<file path="src/rtl/numlock_pkg.sv">
// Shared constants for the parametrised number lock: state encoding,
// press decode on {U,Z}, and a ceiling-log2 used to size counters.
package numlock_pkg;

  localparam logic [2:0] ST_IDLE    = 3'd0;
  localparam logic [2:0] ST_ENTER   = 3'd1;
  localparam logic [2:0] ST_RELEASE = 3'd2;
  localparam logic [2:0] ST_BAD     = 3'd3;
  localparam logic [2:0] ST_OPEN    = 3'd4;
  localparam logic [2:0] ST_LOCKOUT = 3'd5;

  localparam logic [1:0] PRESS_NONE = 2'b00;
  localparam logic [1:0] PRESS_ZERO = 2'b01;
  localparam logic [1:0] PRESS_ONE  = 2'b10;
  localparam logic [1:0] PRESS_BAD  = 2'b11;

  // Never returns less than 1 so the result can always size a vector.
  function automatic int clog2(input int value);
    int w;
    w = 1;
    while ((1 << w) < value) w++;
    return w;
  endfunction

endpackage

</file>
<file path="src/rtl/numlock_timer.sv">
// Down-counter shared by OPEN and LOCKOUT dwell; loaded with N-1 and
// reports done while the count sits at zero.
module numlock_timer #(
  parameter int WIDTH = 4
) (
  input  logic             Clk,
  input  logic             reset,
  input  logic             load,
  input  logic [WIDTH-1:0] load_val,
  output logic             done,
  output logic [WIDTH-1:0] count
);

  logic [WIDTH-1:0] count_q, count_d;

  always_comb begin
    count_d = count_q;
    if (load) begin
      count_d = load_val;
    end else if (count_q != '0) begin
      count_d = count_q - 1'b1;
    end
  end

  always_ff @(posedge Clk) begin
    if (!reset) count_q <= '0;
    else        count_q <= count_d;
  end

  assign count = count_q;
  assign done  = (count_q == '0);

endmodule

</file>
<file path="src/rtl/numlock_param_sm.sv">
// Combination lock of CODE_LEN two-button presses with loadable code,
// timed unlock and lockout after MAX_FAILS consecutive bad entries.
//
// state    | meaning
// IDLE     | no digits accepted yet, code_load honoured here
// ENTER    | partway through the code, waiting for next press
// RELEASE  | digit accepted, waiting for both buttons up
// BAD      | wrong/invalid press, waiting for both buttons up
// OPEN     | Unlock held for OPEN_CYCLES
// LOCKOUT  | Lockout held for LOCKOUT_CYCLES, inputs ignored
module numlock_param_sm
  import numlock_pkg::*;
#(
  parameter int                  CODE_LEN       = 4,
  parameter logic [CODE_LEN-1:0] CODE_RESET     = 4'b1011,
  parameter int                  OPEN_CYCLES    = 6,
  parameter int                  MAX_FAILS      = 3,
  parameter int                  LOCKOUT_CYCLES = 16,
  localparam int IDX_W  = clog2(CODE_LEN + 1),
  localparam int FAIL_W = clog2(MAX_FAILS + 1),
  localparam int CNT_W  = clog2((OPEN_CYCLES > LOCKOUT_CYCLES) ? OPEN_CYCLES : LOCKOUT_CYCLES)
) (
  input  logic                Clk,
  input  logic                reset,
  input  logic                U,
  input  logic                Z,
  input  logic [CODE_LEN-1:0] code_in,
  input  logic                code_load,
  output logic                Unlock,
  output logic                Lockout,
  output logic [2:0]          q_state,
  output logic [IDX_W-1:0]    digit_idx,
  output logic [FAIL_W-1:0]   fail_count
);

  logic [2:0]          state_q, state_d;
  logic [CODE_LEN-1:0] code_q, code_d;
  logic [IDX_W-1:0]    idx_q, idx_d;
  logic [FAIL_W-1:0]   fail_q, fail_d;

  logic                tmr_load;
  logic [CNT_W-1:0]    tmr_load_val;
  logic                tmr_done;
  logic [CNT_W-1:0]    tmr_count_unused;

  logic [1:0]          press;
  logic [CODE_LEN-1:0] code_shift;
  logic                exp_bit;
  logic                press_match;
  logic [FAIL_W-1:0]   fail_inc;

  assign press       = {U, Z};
  // Shifting left puts the next expected digit (MSB first) in the top bit.
  assign code_shift  = code_q << idx_q;
  assign exp_bit     = code_shift[CODE_LEN-1];
  assign press_match = ((press == PRESS_ONE) && exp_bit) ||
                       ((press == PRESS_ZERO) && !exp_bit);
  assign fail_inc    = fail_q + FAIL_W'(1);

  always_comb begin
    state_d      = state_q;
    code_d       = code_q;
    idx_d        = idx_q;
    fail_d       = fail_q;
    tmr_load     = 1'b0;
    tmr_load_val = '0;
    case (state_q)
      ST_IDLE, ST_ENTER: begin
        // A load in IDLE consumes the cycle; a held press is seen next cycle.
        if ((state_q == ST_IDLE) && code_load) begin
          code_d = code_in;
        end else if (press != PRESS_NONE) begin
          if (press_match) begin
            idx_d   = idx_q + IDX_W'(1);
            state_d = ST_RELEASE;
          end else begin
            state_d = ST_BAD;
          end
        end
      end
      ST_RELEASE: begin
        if (press == PRESS_NONE) begin
          if (idx_q == IDX_W'(CODE_LEN)) begin
            state_d      = ST_OPEN;
            idx_d        = '0;
            fail_d       = '0;
            tmr_load     = 1'b1;
            tmr_load_val = CNT_W'(OPEN_CYCLES - 1);
          end else begin
            state_d = ST_ENTER;
          end
        end
      end
      ST_BAD: begin
        if (press == PRESS_NONE) begin
          idx_d  = '0;
          fail_d = fail_inc;
          if (fail_inc == FAIL_W'(MAX_FAILS)) begin
            state_d      = ST_LOCKOUT;
            tmr_load     = 1'b1;
            tmr_load_val = CNT_W'(LOCKOUT_CYCLES - 1);
          end else begin
            state_d = ST_IDLE;
          end
        end
      end
      ST_OPEN: begin
        if (tmr_done) state_d = ST_IDLE;
      end
      ST_LOCKOUT: begin
        if (tmr_done) begin
          state_d = ST_IDLE;
          fail_d  = '0;
        end
      end
      default: state_d = ST_IDLE;
    endcase
  end

  always_ff @(posedge Clk) begin
    if (!reset) begin
      state_q <= ST_IDLE;
      code_q  <= CODE_RESET;
      idx_q   <= '0;
      fail_q  <= '0;
    end else begin
      state_q <= state_d;
      code_q  <= code_d;
      idx_q   <= idx_d;
      fail_q  <= fail_d;
    end
  end

  numlock_timer #(.WIDTH(CNT_W)) u_timer (
    .Clk      (Clk),
    .reset    (reset),
    .load     (tmr_load),
    .load_val (tmr_load_val),
    .done     (tmr_done),
    .count    (tmr_count_unused)
  );

  assign Unlock     = (state_q == ST_OPEN);
  assign Lockout    = (state_q == ST_LOCKOUT);
  assign q_state    = state_q;
  assign digit_idx  = idx_q;
  assign fail_count = fail_q;

endmodule

</file>
<file path="config.mk">
export PLATFORM = sky130hd
export DESIGN_NAME = numlock_param_sm
export DESIGN_NICKNAME = d
export VERILOG_FILES = /design/src/rtl/numlock_pkg.sv /design/src/rtl/numlock_timer.sv /design/src/rtl/numlock_param_sm.sv
export SDC_FILE = /design/constraint.sdc
export NUM_CORES = 1
export LEC_CHECK = 0
export CAP_MARGIN = 20
export CORE_ASPECT_RATIO = 0.8
export CORE_MARGIN = 3
export CORE_UTILIZATION = 50
export DETAILED_ROUTE_END_ITERATION = 8
export PLACE_DENSITY_LB_ADDON = 0.05
export SYNTH_ARGS = -nofsm -noshare
export SYNTH_HDL_FRONTEND = slang
export SYNTH_HIERARCHICAL = 1
export SYNTH_SLANG_ARGS = --single-unit
</file>
<file path="constraint.sdc">
create_clock -name Clk -period 2.1 [get_ports Clk]
set_input_delay 0.21 -clock Clk [delete_from_list [all_inputs] [get_ports Clk]]
set_output_delay 0.21 -clock Clk [all_outputs]
set_load 0.02 [all_outputs]
</file>
==> flow_summary.ini <==
[detailed_routing]
first_pass_iters = 4
drc = 0
viasPerCell = 5.53
drt_iter0_markers = 16
via_count = 868
antenna_left = 0
wire_per_inst_um = 13.3
routed_wl_mm = 2.09

[timing]
hold_slack_ns = 0.483
hold_violations = 0
slew_violations = 0
fin_crit_sh = 0.874
setup_viol_count_final = 0
fin_crit_ns = 1.84
rsz0062_at_grt = no
finalClockSkew_ns = 0.000788
tns_ns = 0
fmax_ghz = 0.545
worstMarginPinSlew_ns = 0.465
relSlewSlack = 0.689

[logic_synthesis]
synth_nets = 126
synth_top_flop_cell = dfxtp_1
ys_ff_latch = 16
avgSynthCellArea_um2 = 8.43
synth_simple_gate_area_frac = 0.289
synth_cells = 113
syn_area_um2 = 952
synth-adder-area-share = 0.0526
ys_warn_count = 6
synthXorXnorAreaFrac = 0.0184
synth.distinct_cells = 37
ys_async_sr_fraction = 0
synth_edf_count = 0
muxShareOfSynthArea = 0.120
synth_top_family_by_area = simple AND/OR/NAND/NOR gates
synth_compound_area_frac = 0.141
synth-seq-area-share = 0.336

[global_routing]
grt_pass1_wl_mm = 3.47
overflow = 0
grt_pass1_vias = 787
antenna_found_initial = 0
grt_max_degree = 14
grt_usage = 0.199

[pwr]
seqPwrFrac = 0.450
total_power_mw = 0.867
irDropWorstVdd_mv = 0.515
p_per_area_nw_per_um2 = 722
p_int_mw = 0.579
leakage_nw = 0.453
switching_share = 0.333
power_frac_comb = 0.371
clockPowerShare = 0.179
p_switching_mw = 0.288

[clock_network]
numClockSinks = 16
hold_buffers = 0
cts_max_level = 1
cts_buffers = 3
clk_path_buf_depth = 2
cts-root-buf = clkbuf_4
clkLatencyLatePin_ns = 0.28
path_clk_slew_ns = 0.08
postCtsSetupRepairBufs = 0
cts_tree = done
post_cts_resized = 0

[setup_path]
cp-end-kind = primary output
startpoint_type = flip-flop
max_stage_delay_ns = 0.60
r2r_cells = 5
cp.arrival_ns = 1.63
cp_data_required_time_ns = 1.89
worst-setup-path-type = flip-flop to primary output
path_max_fanout = 13
crit_slowest_cell = clkdlybuf4s50_1
worstPathCellList = nand2b_1 -> nor2_1 -> clkdlybuf4s50_1

[floorplan]
initial_core_util = 0.558
rows = 13
core_area_um2 = 1710
die_x_um = 54.8
io_pins = 19
die_y_um = 45.0
die-area_um2 = 2470

[placed_design]
place_congestion = 0.828
port_buffers = 18
dp_hpwl_mm = 1.56
dp_cells = 154

[flow_run]
drv_cap = 0

[layout]
layout_commonest_cell = clkdlybuf4s50_1
nets = 150
antennaDiodeCount = 0
mostFrequentLayoutCells = 18 x clkdlybuf4s50_1, 16 x dfxtp_1, 13 x nor2_1, 11 x nand2_1
drive_gt1_frac = 0.104
nFillCells = 147
layoutNonFillerInstCount = 157
syn_to_final_growth_pct = 26.1

[worst_hold_path]
hold_path_depth = 2
hp-class = flip-flop to flip-flop

[status]
status = completed
## power groups by stage
stage	logic, mW	clock network, mW	registers, mW
after floorplan	0.238	0	0.394
after global placement	0.312	0	0.395
after detailed placement	0.323	0	0.398
after CTS	0.323	0.163	0.391
after global routing	0.362	0.176	0.398
final	0.322	0.155	0.390
## worst paths after layout
path | to | slack, ns | start
max | Unlock | 0.26 | q_state[1]$_SDFFE_PN0P_
min | code_q[1]$_SDFFE_PN1P_ | 0.48 | code_q[1]$_SDFFE_PN1P_
max reg2reg | digit_idx[1]$_SDFFE_PN0P_ | 0.28 | digit_idx[1]$_SDFFE_PN0P_
min reg2reg | code_q[1]$_SDFFE_PN1P_ | 0.48 | code_q[1]$_SDFFE_PN1P_
## registers in the layout, summed over array words and instances (netlist names)
register and flops:
code_q 4, fail_count 2, q_state 3, u_timer/count 4, digit_idx 3
## worst max-delay path, delay by kind of cell, from the launching register on
kind	cells	cell delay [ns]
flops	1	0.43
buf+inv	1	0.60
simple gates	2	0.32
## cell type report
| cell class | instances | area (µm²) | share of cell area |
|---|---|---|---|
| timing repair buffer | 22 | 210 | 0.175 |
| clock buffer | 3 | 22.5 | 0.0188 |
| tap | 22 | 27.5 | 0.0229 |
| sequential | 16 | 320 | 0.267 |
| inverter | 8 | 30.0 | 0.0250 |
| multi-input combinational | 86 | 591 | 0.492 |
## synthesized netlist by cell type, drive strengths merged, types with 3 or more instances
cell type,n,area (µm²)
clkbuf,3,11.3
mux2i,8,80.1
nor3,3,20.0
dfxtp,16,320
nor2,13,48.8
ha,4,50.1
a31oi,4,31.3
nand2,11,41.3
o21ai,7,38.8
a21oi,4,23.8
nand2b,4,25.0
nand3,3,15.0
inv,8,30.0
nor2b,3,18.8
## cell families (layout without fill, tap and decap cells)
| kind of cell | after synthesis | after routing |
|---|---|---|
| AND/OR/NAND/NOR | 50 | 50 |
| AO/OA/AOI/OAI | 20 | 20 |
| flip-flops | 16 | 16 |
| buffers and inverters | 11 | 33 |
| multiplexers | 10 | 10 |
| adder cells (fa/ha/maj) | 4 | 4 |
| XOR/XNOR | 2 | 2 |
## per-layer routing
metal	share of wire	track usage	up-vias
met3	0.077	0.0759	2
met2	0.42	0.278	30
met5	0	0	-
met4	0.0081	0.0597	0
met1	0.50	0.282	396
li1	-	-	440
## metrics by stage
stage / utilization / area, µm² / setup WS [ns]
4_1_cts: 0.703 / 1200 / 0.252
3_3_place_gp: 0.690 / 1180 / 0.148
3_5_place_dp: 0.690 / 1180 / 0.0949
2_1_floorplan: - / 952 / 0.193
5_1_grt: 0.703 / 1200 / 0.119
6_report: 0.703 / 1200 / 0.265
Note: power is estimated with default switching activity, not from simulation.
